$ cat src/rtl/lin_off_cal_if.sv
// AXI4-stream bundle for the signed-sample path: DN lanes of DW bits,
// clock and reset carried in the interface.
interface axi4_stream_if #(
  parameter int DN = 1,
  parameter int DW = 14
) (
  input logic ACLK,
  input logic ARESETn
);
  logic [DN-1:0][DW-1:0] TDATA;
  logic [DN-1:0]         TKEEP;
  logic                  TLAST;
  logic                  TVALID;
  logic                  TREADY;

  modport d (
    input  ACLK, ARESETn,
    input  TDATA, TKEEP, TLAST, TVALID,
    output TREADY
  );

  modport s (
    input  ACLK, ARESETn,
    output TDATA, TKEEP, TLAST, TVALID,
    input  TREADY
  );
endinterface

$ cat src/rtl/lin_off_cal.sv
// Offset calibration sink: averages 2^cfg_log transfers, emits -floor(mean).
// Optional LIN_OFF_CAL_TLAST_EN: frame-align the run on the first TLAST.
module lin_off_cal #(
  parameter int  DN  = 1,
  parameter type DTI = logic signed [14-1:0],
  parameter type DTS = logic signed [15-1:0],
  parameter int  LW  = 5
) (
  axi4_stream_if.d      sti,
  input  logic [LW-1:0] cfg_log,
  input  logic          ctl_start,
  input  logic          ctl_stop,
  output logic          sts_busy,
  output logic          sts_done,
  output DTS            sts_off
);

  localparam int DWI = $bits(DTI);
  localparam int DWS = $bits(DTS);
  localparam int LDN = $clog2(DN);
  localparam int SW  = DWI + LDN;
  localparam int CW  = (1 << LW) - 1;
  localparam int AW  = SW + CW;

  localparam logic signed [AW:0] SMAX =
    {{(AW-DWS+2){1'b0}}, {(DWS-1){1'b1}}};
  localparam logic signed [AW:0] SMIN = ~SMAX;

  typedef enum logic [1:0] {
    IDLE,
    RUN,
    CALC,
    ARM
  } state_t;

`ifdef LIN_OFF_CAL_TLAST_EN
  localparam state_t S_GO = ARM;
`else
  localparam state_t S_GO = RUN;
`endif

  logic clk;
  logic rst_n;
  logic transf;

  assign clk        = sti.ACLK;
  assign rst_n      = sti.ARESETn;
  assign sti.TREADY = sti.ARESETn;
  assign transf     = sti.TVALID & sti.TREADY;

`ifdef LIN_OFF_CAL_TLAST_EN
  logic unused_in;
  assign unused_in = ^sti.TKEEP;
`else
  logic unused_in;
  assign unused_in = ^{sti.TKEEP, sti.TLAST};
`endif

  state_t                state_q, state_d;
  logic signed [AW-1:0]  acc_q, acc_d;
  logic [CW-1:0]         cnt_q, cnt_d;
  logic [LW-1:0]         log_q, log_d;
  logic signed [SW-1:0]  sum_q, sum_d;
  logic                  sv_q, sv_d;
  logic                  fin_q, fin_d;
  DTS                    off_q, off_d;
  logic                  done_q, done_d;

  logic signed [SW-1:0]  lsum;
  logic signed [DWI-1:0] lane;

  always_comb begin
    lsum = '0;
    lane = '0;
    for (int i = 0; i < DN; i++) begin
      lane = sti.TDATA[i];
      lsum = lsum + SW'(lane);
    end
  end

  logic [CW-1:0]        lim;
  logic [LW:0]          sh;
  logic signed [AW:0]   mx;
  logic signed [AW:0]   negv;
  DTS                   sat;

  always_comb begin
    lim  = ~({CW{1'b1}} << log_q);
    sh   = (LW+1)'(log_q) + (LW+1)'(LDN);
    mx   = (AW+1)'(acc_q >>> sh);
    negv = -mx;
    if (negv > SMAX) begin
      sat = DTS'(SMAX[DWS-1:0]);
    end else if (negv < SMIN) begin
      sat = DTS'(SMIN[DWS-1:0]);
    end else begin
      sat = DTS'(negv[DWS-1:0]);
    end
  end

  // Transfers land in sum_q first; acc absorbs them one cycle later.
  always_comb begin
    logic clr;
    clr     = 1'b0;
    state_d = state_q;
    acc_d   = acc_q;
    cnt_d   = cnt_q;
    log_d   = log_q;
    sum_d   = sum_q;
    sv_d    = 1'b0;
    fin_d   = fin_q;
    off_d   = off_q;
    done_d  = 1'b0;
    unique case (state_q)
      IDLE: begin
        if (ctl_start) begin
          clr     = 1'b1;
          state_d = S_GO;
        end
      end
`ifdef LIN_OFF_CAL_TLAST_EN
      ARM: begin
        if (ctl_stop) begin
          state_d = IDLE;
        end else if (ctl_start) begin
          clr = 1'b1;
        end else if (transf && sti.TLAST) begin
          state_d = RUN;
        end
      end
`endif
      RUN: begin
        if (ctl_stop) begin
          state_d = IDLE;
          fin_d   = 1'b0;
        end else if (ctl_start) begin
          clr     = 1'b1;
          state_d = S_GO;
        end else begin
          if (sv_q) begin
            acc_d = acc_q + AW'(sum_q);
          end
          if (transf && !fin_q) begin
            sum_d = lsum;
            sv_d  = 1'b1;
            cnt_d = cnt_q + CW'(1);
            fin_d = (cnt_q == lim);
          end
          if (fin_q) begin
            state_d = CALC;
            fin_d   = 1'b0;
          end
        end
      end
      CALC: begin
        off_d   = sat;
        done_d  = 1'b1;
        state_d = IDLE;
      end
      default: begin
        state_d = IDLE;
      end
    endcase
    if (clr) begin
      acc_d = '0;
      cnt_d = '0;
      log_d = cfg_log;
      fin_d = 1'b0;
    end
  end

  always_ff @(posedge clk) begin
    if (!rst_n) begin
      state_q <= IDLE;
      acc_q   <= '0;
      cnt_q   <= '0;
      log_q   <= '0;
      sum_q   <= '0;
      sv_q    <= 1'b0;
      fin_q   <= 1'b0;
      off_q   <= '0;
      done_q  <= 1'b0;
    end else begin
      state_q <= state_d;
      acc_q   <= acc_d;
      cnt_q   <= cnt_d;
      log_q   <= log_d;
      sum_q   <= sum_d;
      sv_q    <= sv_d;
      fin_q   <= fin_d;
      off_q   <= off_d;
      done_q  <= done_d;
    end
  end

  assign sts_busy = (state_q != IDLE);
  assign sts_done = done_q;
  assign sts_off  = off_q;

endmodule

$ cat src/flat_wrapper.sv
// flat-port wrapper written by rule: the top's interface ports become plain ports
module lin_off_cal_flat 
#(
  parameter int  DN  = 1,
  parameter type DTI = logic signed [14-1:0],
  parameter type DTS = logic signed [15-1:0],
  parameter int  LW  = 5
)
  (cfg_log, ctl_start, ctl_stop, sts_busy, sts_done, sts_off, ACLK, ARESETn, sti_TDATA, sti_TKEEP, sti_TLAST, sti_TVALID, sti_TREADY);
  axi4_stream_if #(.DN(DN), .DW(14)) sti_i (.ACLK(ACLK), .ARESETn(ARESETn));
  input  logic [LW-1:0] cfg_log;
  input  logic ctl_start;
  input  logic ctl_stop;
  output logic sts_busy;
  output logic sts_done;
  output DTS sts_off;
  input wire logic ACLK;
  input wire logic ARESETn;
  input wire logic [$bits(sti_i.TDATA)-1:0] sti_TDATA;
  input wire logic [$bits(sti_i.TKEEP)-1:0] sti_TKEEP;
  input wire logic [$bits(sti_i.TLAST)-1:0] sti_TLAST;
  input wire logic [$bits(sti_i.TVALID)-1:0] sti_TVALID;
  output wire logic [$bits(sti_i.TREADY)-1:0] sti_TREADY;
  assign sti_i.TDATA = sti_TDATA;
  assign sti_i.TKEEP = sti_TKEEP;
  assign sti_i.TLAST = sti_TLAST;
  assign sti_i.TVALID = sti_TVALID;
  assign sti_TREADY = sti_i.TREADY;
  lin_off_cal #(.DN(DN), .DTI(DTI), .DTS(DTS), .LW(LW)) u_core (.sti(sti_i), .cfg_log(cfg_log), .ctl_start(ctl_start), .ctl_stop(ctl_stop), .sts_busy(sts_busy), .sts_done(sts_done), .sts_off(sts_off));
endmodule
$ cat config.mk
export PLATFORM = sky130hd
export DESIGN_NAME = lin_off_cal_flat
export DESIGN_NICKNAME = d
export VERILOG_FILES = /design/src/rtl/lin_off_cal_if.sv /design/src/rtl/lin_off_cal.sv /design/src/flat_wrapper.sv
export SDC_FILE = /design/constraint.sdc
export NUM_CORES = 1
export LEC_CHECK = 0
export BUFFER_PORTS_ARGS = -buffer_cell sky130_fd_sc_hd__buf_2
export CAP_MARGIN = 20
export CORE_UTILIZATION = 30
export DETAILED_ROUTE_END_ITERATION = 8
export HOLD_SLACK_MARGIN = 0.12
export PLACE_DENSITY = 0.45
export SYNTH_ARGS = -nofsm -noshare
export SYNTH_HDL_FRONTEND = slang
export SYNTH_SLANG_ARGS = --single-unit
$ cat constraint.sdc
create_clock -name ACLK -period 4.4 [get_ports ACLK]
set_input_delay 0.22 -clock ACLK [delete_from_list [all_inputs] [get_ports ACLK]]
set_output_delay 0.22 -clock ACLK [all_outputs]
set_load 0.05 [all_outputs]
==> results.toml <==
[hold_path]
hp-class = "in -> reg"
holdPathEnd = "u_core.log_q[0]"
hold_path_depth = 3
hold_start = "cfg_log[0]"

[setup_path]
cp-end-kind = "register"
r2r_slack_ps = -320
worstRegToRegCells = 21
crit_path_max_fanout = 7
reg2reg_to = "u_core.sts_off[11]"
critPathLaunch = "u_core.log_q[0]"
max_stage_delay_ps = 560
cp.arrival_ps = 5040
worstSetupPathType = "reg -> reg"
setup.worst_path.start_class = "register"
worstReg2RegStart = "u_core.log_q[0]"
cp_slowest_cell = "or4_4"
cpMostUsedCell = "buf_4"
critPathRequiredTime_ps = 4720
cp_cell_sequence = "buf_6 -> buf_6 -> buf_4 -> buf_4 -> mux2_2 -> buf_4 -> o22ai_1 -> nor2_1 -> a221oi_2 -> buf_4 -> nand4_4 -> buf_6 -> nor4_4 -> nand4b_1 -> xnor2_1 -> nand4_1 -> or4_4 -> o31ai_4 -> buf_4 -> buf_12 -> a21oi_1"

[clock_tree]
path_clk_slew_ps = 60
cts_root_buf = "clkbuf_16"
clockBufferDepth = 2
h-tree-depth = 4
clk_latency_ps = 450
cts_buffers = 17
cts_tree = "built"
clkSinkCount = 115

[yosys]
yosysWarnings = 0
yosysUniqueCellTypes = 97
synth_top_area_frac = 0.1822
synth_edf_count = 0
ys_seq_area_frac = 0.1822
syn-num-nets = 1701
syn_inst = 1628
synth_area_leaders = "dfxtp_1 (18%), nand2_1 (6.7%), mux4_2 (6.6%)"
synth.avg_cell_area_um2 = 7.760
syn-cell-area_mm2 = 0.01263
ys_seq_elements = 115
synth_top_area_cell = "dfxtp_1"
async_flop_share = 0
ys.flop_type = "dfxtp_1"

[power]
pwr_density_cell_mw_per_mm2 = 208.7
ir_drop_v = 0.0001684
p_leak_nw = 6.984

[finish]
syn2layout_area_growth_pct = 33.67
fin_cells = 2485
final_cell_area_mm2 = 0.01689
seq_area_mm2 = 0.002311
nFillCells = 4245
multiInputGateArea_mm2 = 0.01002
nets = 2014
layout_common_cells = "buf_4 (322), nand2_1 (220), a21oi_1 (141)"
final_common_cell = "buf_4"
drive_above_1_share = 0.3072
diodes = 0

[die]
die_area_mm2 = 0.04294
die_x_um = 207.2
die_y_um = 207.2
core_area_mm2 = 0.04120
initial_core_util = 0.3066
ioPinCount = 44
std_cell_rows = 74

[global_routing]
antenna_found_initial = 0
grt_pass1_vias = 13100
grt_start_max_net_pins = 58
overflow = 0
grt_pass1_wl_mm = 77.26
grt_usage = 0.2291

[place]
place_area_mm2 = 0.01540
dpl.hpwl_mm = 39.34
place_congestion = 0.9582
dp_cells = 2389
io_buffer_count = 41

[detailed_routing]
avgViaCountPerCell = 5.465
vias = 13580
dr.pass1.iters = 9
wl_per_cell_um = 19.96
drc = 0
initialDrtViolationCount = 1028
routed_wl_mm = 49.60
postRouteAntennaNets = 0

[sta]
skew_ps = 22.46
finalHoldViolCount = 0
fmaxAchievable_ghz = 0.2119
worstMarginPinSlew_ps = 704.7
final-setup-viol-count = 14
drv_slew = 0
grt_setup_unrepaired = "true"
max_slew_margin = 0.5252
fin_ws_ps = -319.6
final_min_period_over_clock_period = 1.073
fin_crit_ps = 4720

[status]
violations = "negative setup slack"
outcome = "finished, violations left"

[run]
cap_violations = 0
## flip-flops by register name (all words and copies together), names as in the netlist
| register | flops |
|---|---|
| u_core.fin_q | 1 |
| u_core.acc_q | 45 |
| u_core.sts_off | 15 |
| u_core.log_q | 5 |
| u_core.state_q | 2 |
| u_core.sts_done | 1 |
| u_core.sum_q | 14 |
| u_core.cnt_q | 31 |
| u_core.sv_q | 1 |
## logic make-up (layout without fill, tap and decap cells)
family                   Yosys count  count (layout)  share of synthesized area
AND/OR/NAND/NOR                  638             638                     0.2505
XOR/XNOR                          95              95                    0.06586
multiplexers                     139             139                     0.1649
adder cells (fa/ha/maj)           47              47                    0.04714
AO/OA/AOI/OAI                    459             459                     0.2384
buffers and inverters            135             460                    0.05100
flip-flops                       115             115                     0.1822
## critical path, delay by kind of cell (launching register included)
kind            cells  cell delay [ps]
mux                 1              360
simple gates        6             1460
xor+xnor            1              240
compound gates      4              780
buf+inv             9             1310
flops               1              420
## synthesized netlist by cell type, types with 15 or more instances
cell / count
clkbuf_1: 75
a211oi_1: 15
a21o_1: 35
inv_1: 16
a21oi_1: 141
nor4_1: 20
ha_1: 46
dfxtp_1: 115
o21ai_0: 98
nor2_1: 129
mux4_2: 37
and3_1: 19
or3_1: 18
mux2_2: 36
o22ai_1: 17
nand3_1: 43
nor2b_1: 20
nor3_1: 46
xnor2_1: 50
mux2i_1: 54
xor2_1: 45
nand2_1: 224
nand4_1: 28
or2_2: 15
## how the worst max path moves through the flow
stage	end	slack, ps	cells past startpoint
floorplan	u_core.sts_off[0]	-30	19
global placement	u_core.sts_off[9]	-620	16
detailed placement	u_core.sts_off[2]	-530	16
CTS	u_core.sts_off[8]	-330	17
global route	u_core.sts_off[3]	-500	16
finish	u_core.sts_off[11]	-320	21
## layer usage
layer | up-vias | part of all wire | GRT usage
li1 | 6712 | - | -
met1 | 6450 | 0.48 | 0.3178
met2 | 363 | 0.46 | 0.3702
met3 | 56 | 0.043 | 0.03056
met4 | 0 | 0.021 | 0.06485
met5 | - | 0 | 0
## through the flow
stage / setup WS [ps] / hold slack [ps] / power [mW] / setup TNS (ps) / util
after detailed placement: -525.3 / 421.1 / 2.073 / -6971 / 0.3738
after floorplan: -26.65 / 328.6 / 1.673 / -290.0 / -
after global placement: -615.8 / 415.3 / 2.081 / -8463 / 0.3738
final: -319.6 / 139.1 / 3.524 / -4392 / 0.4099
after global routing: -503.3 / 145.2 / 3.680 / -6683 / 0.4099
after CTS: -327.2 / 127.1 / 3.534 / -4520 / 0.4064
## final cells by class
class                   count  share of cell area
clock inverters            10            0.006372
multi-input cells        1378              0.5935
well taps                 532             0.03942
inverters                  21            0.004668
clock buffers              21             0.02786
repair buffers            408              0.1913
flip-flops and latches    115              0.1368
## power by group
| part | switching [mW] | leakage, nW | internal, mW | total (mW) |
|---|---|---|---|---|
| combinational | 0.582 | 5.77 | 0.519 | 1.10 |
| sequential | 0.0111 | 0.929 | 1.05 | 1.06 |
| clock | 0.499 | 0.281 | 0.866 | 1.36 |
## what timing repair did
| action | CTS | global route |
|---|---|---|
| hold endpoints to repair | 19 | 0 |
| gates resized for setup | 42 | 22 |
| endpoints found under the setup margin | 14 | 18 |
| buffers inserted | 32 | 7 |
| pin swaps | 21 | 12 |
| hold buffers | 24 | 0 |
| cloned | 2 | 0 |
Note: power is estimated with default switching activity, not from simulation.
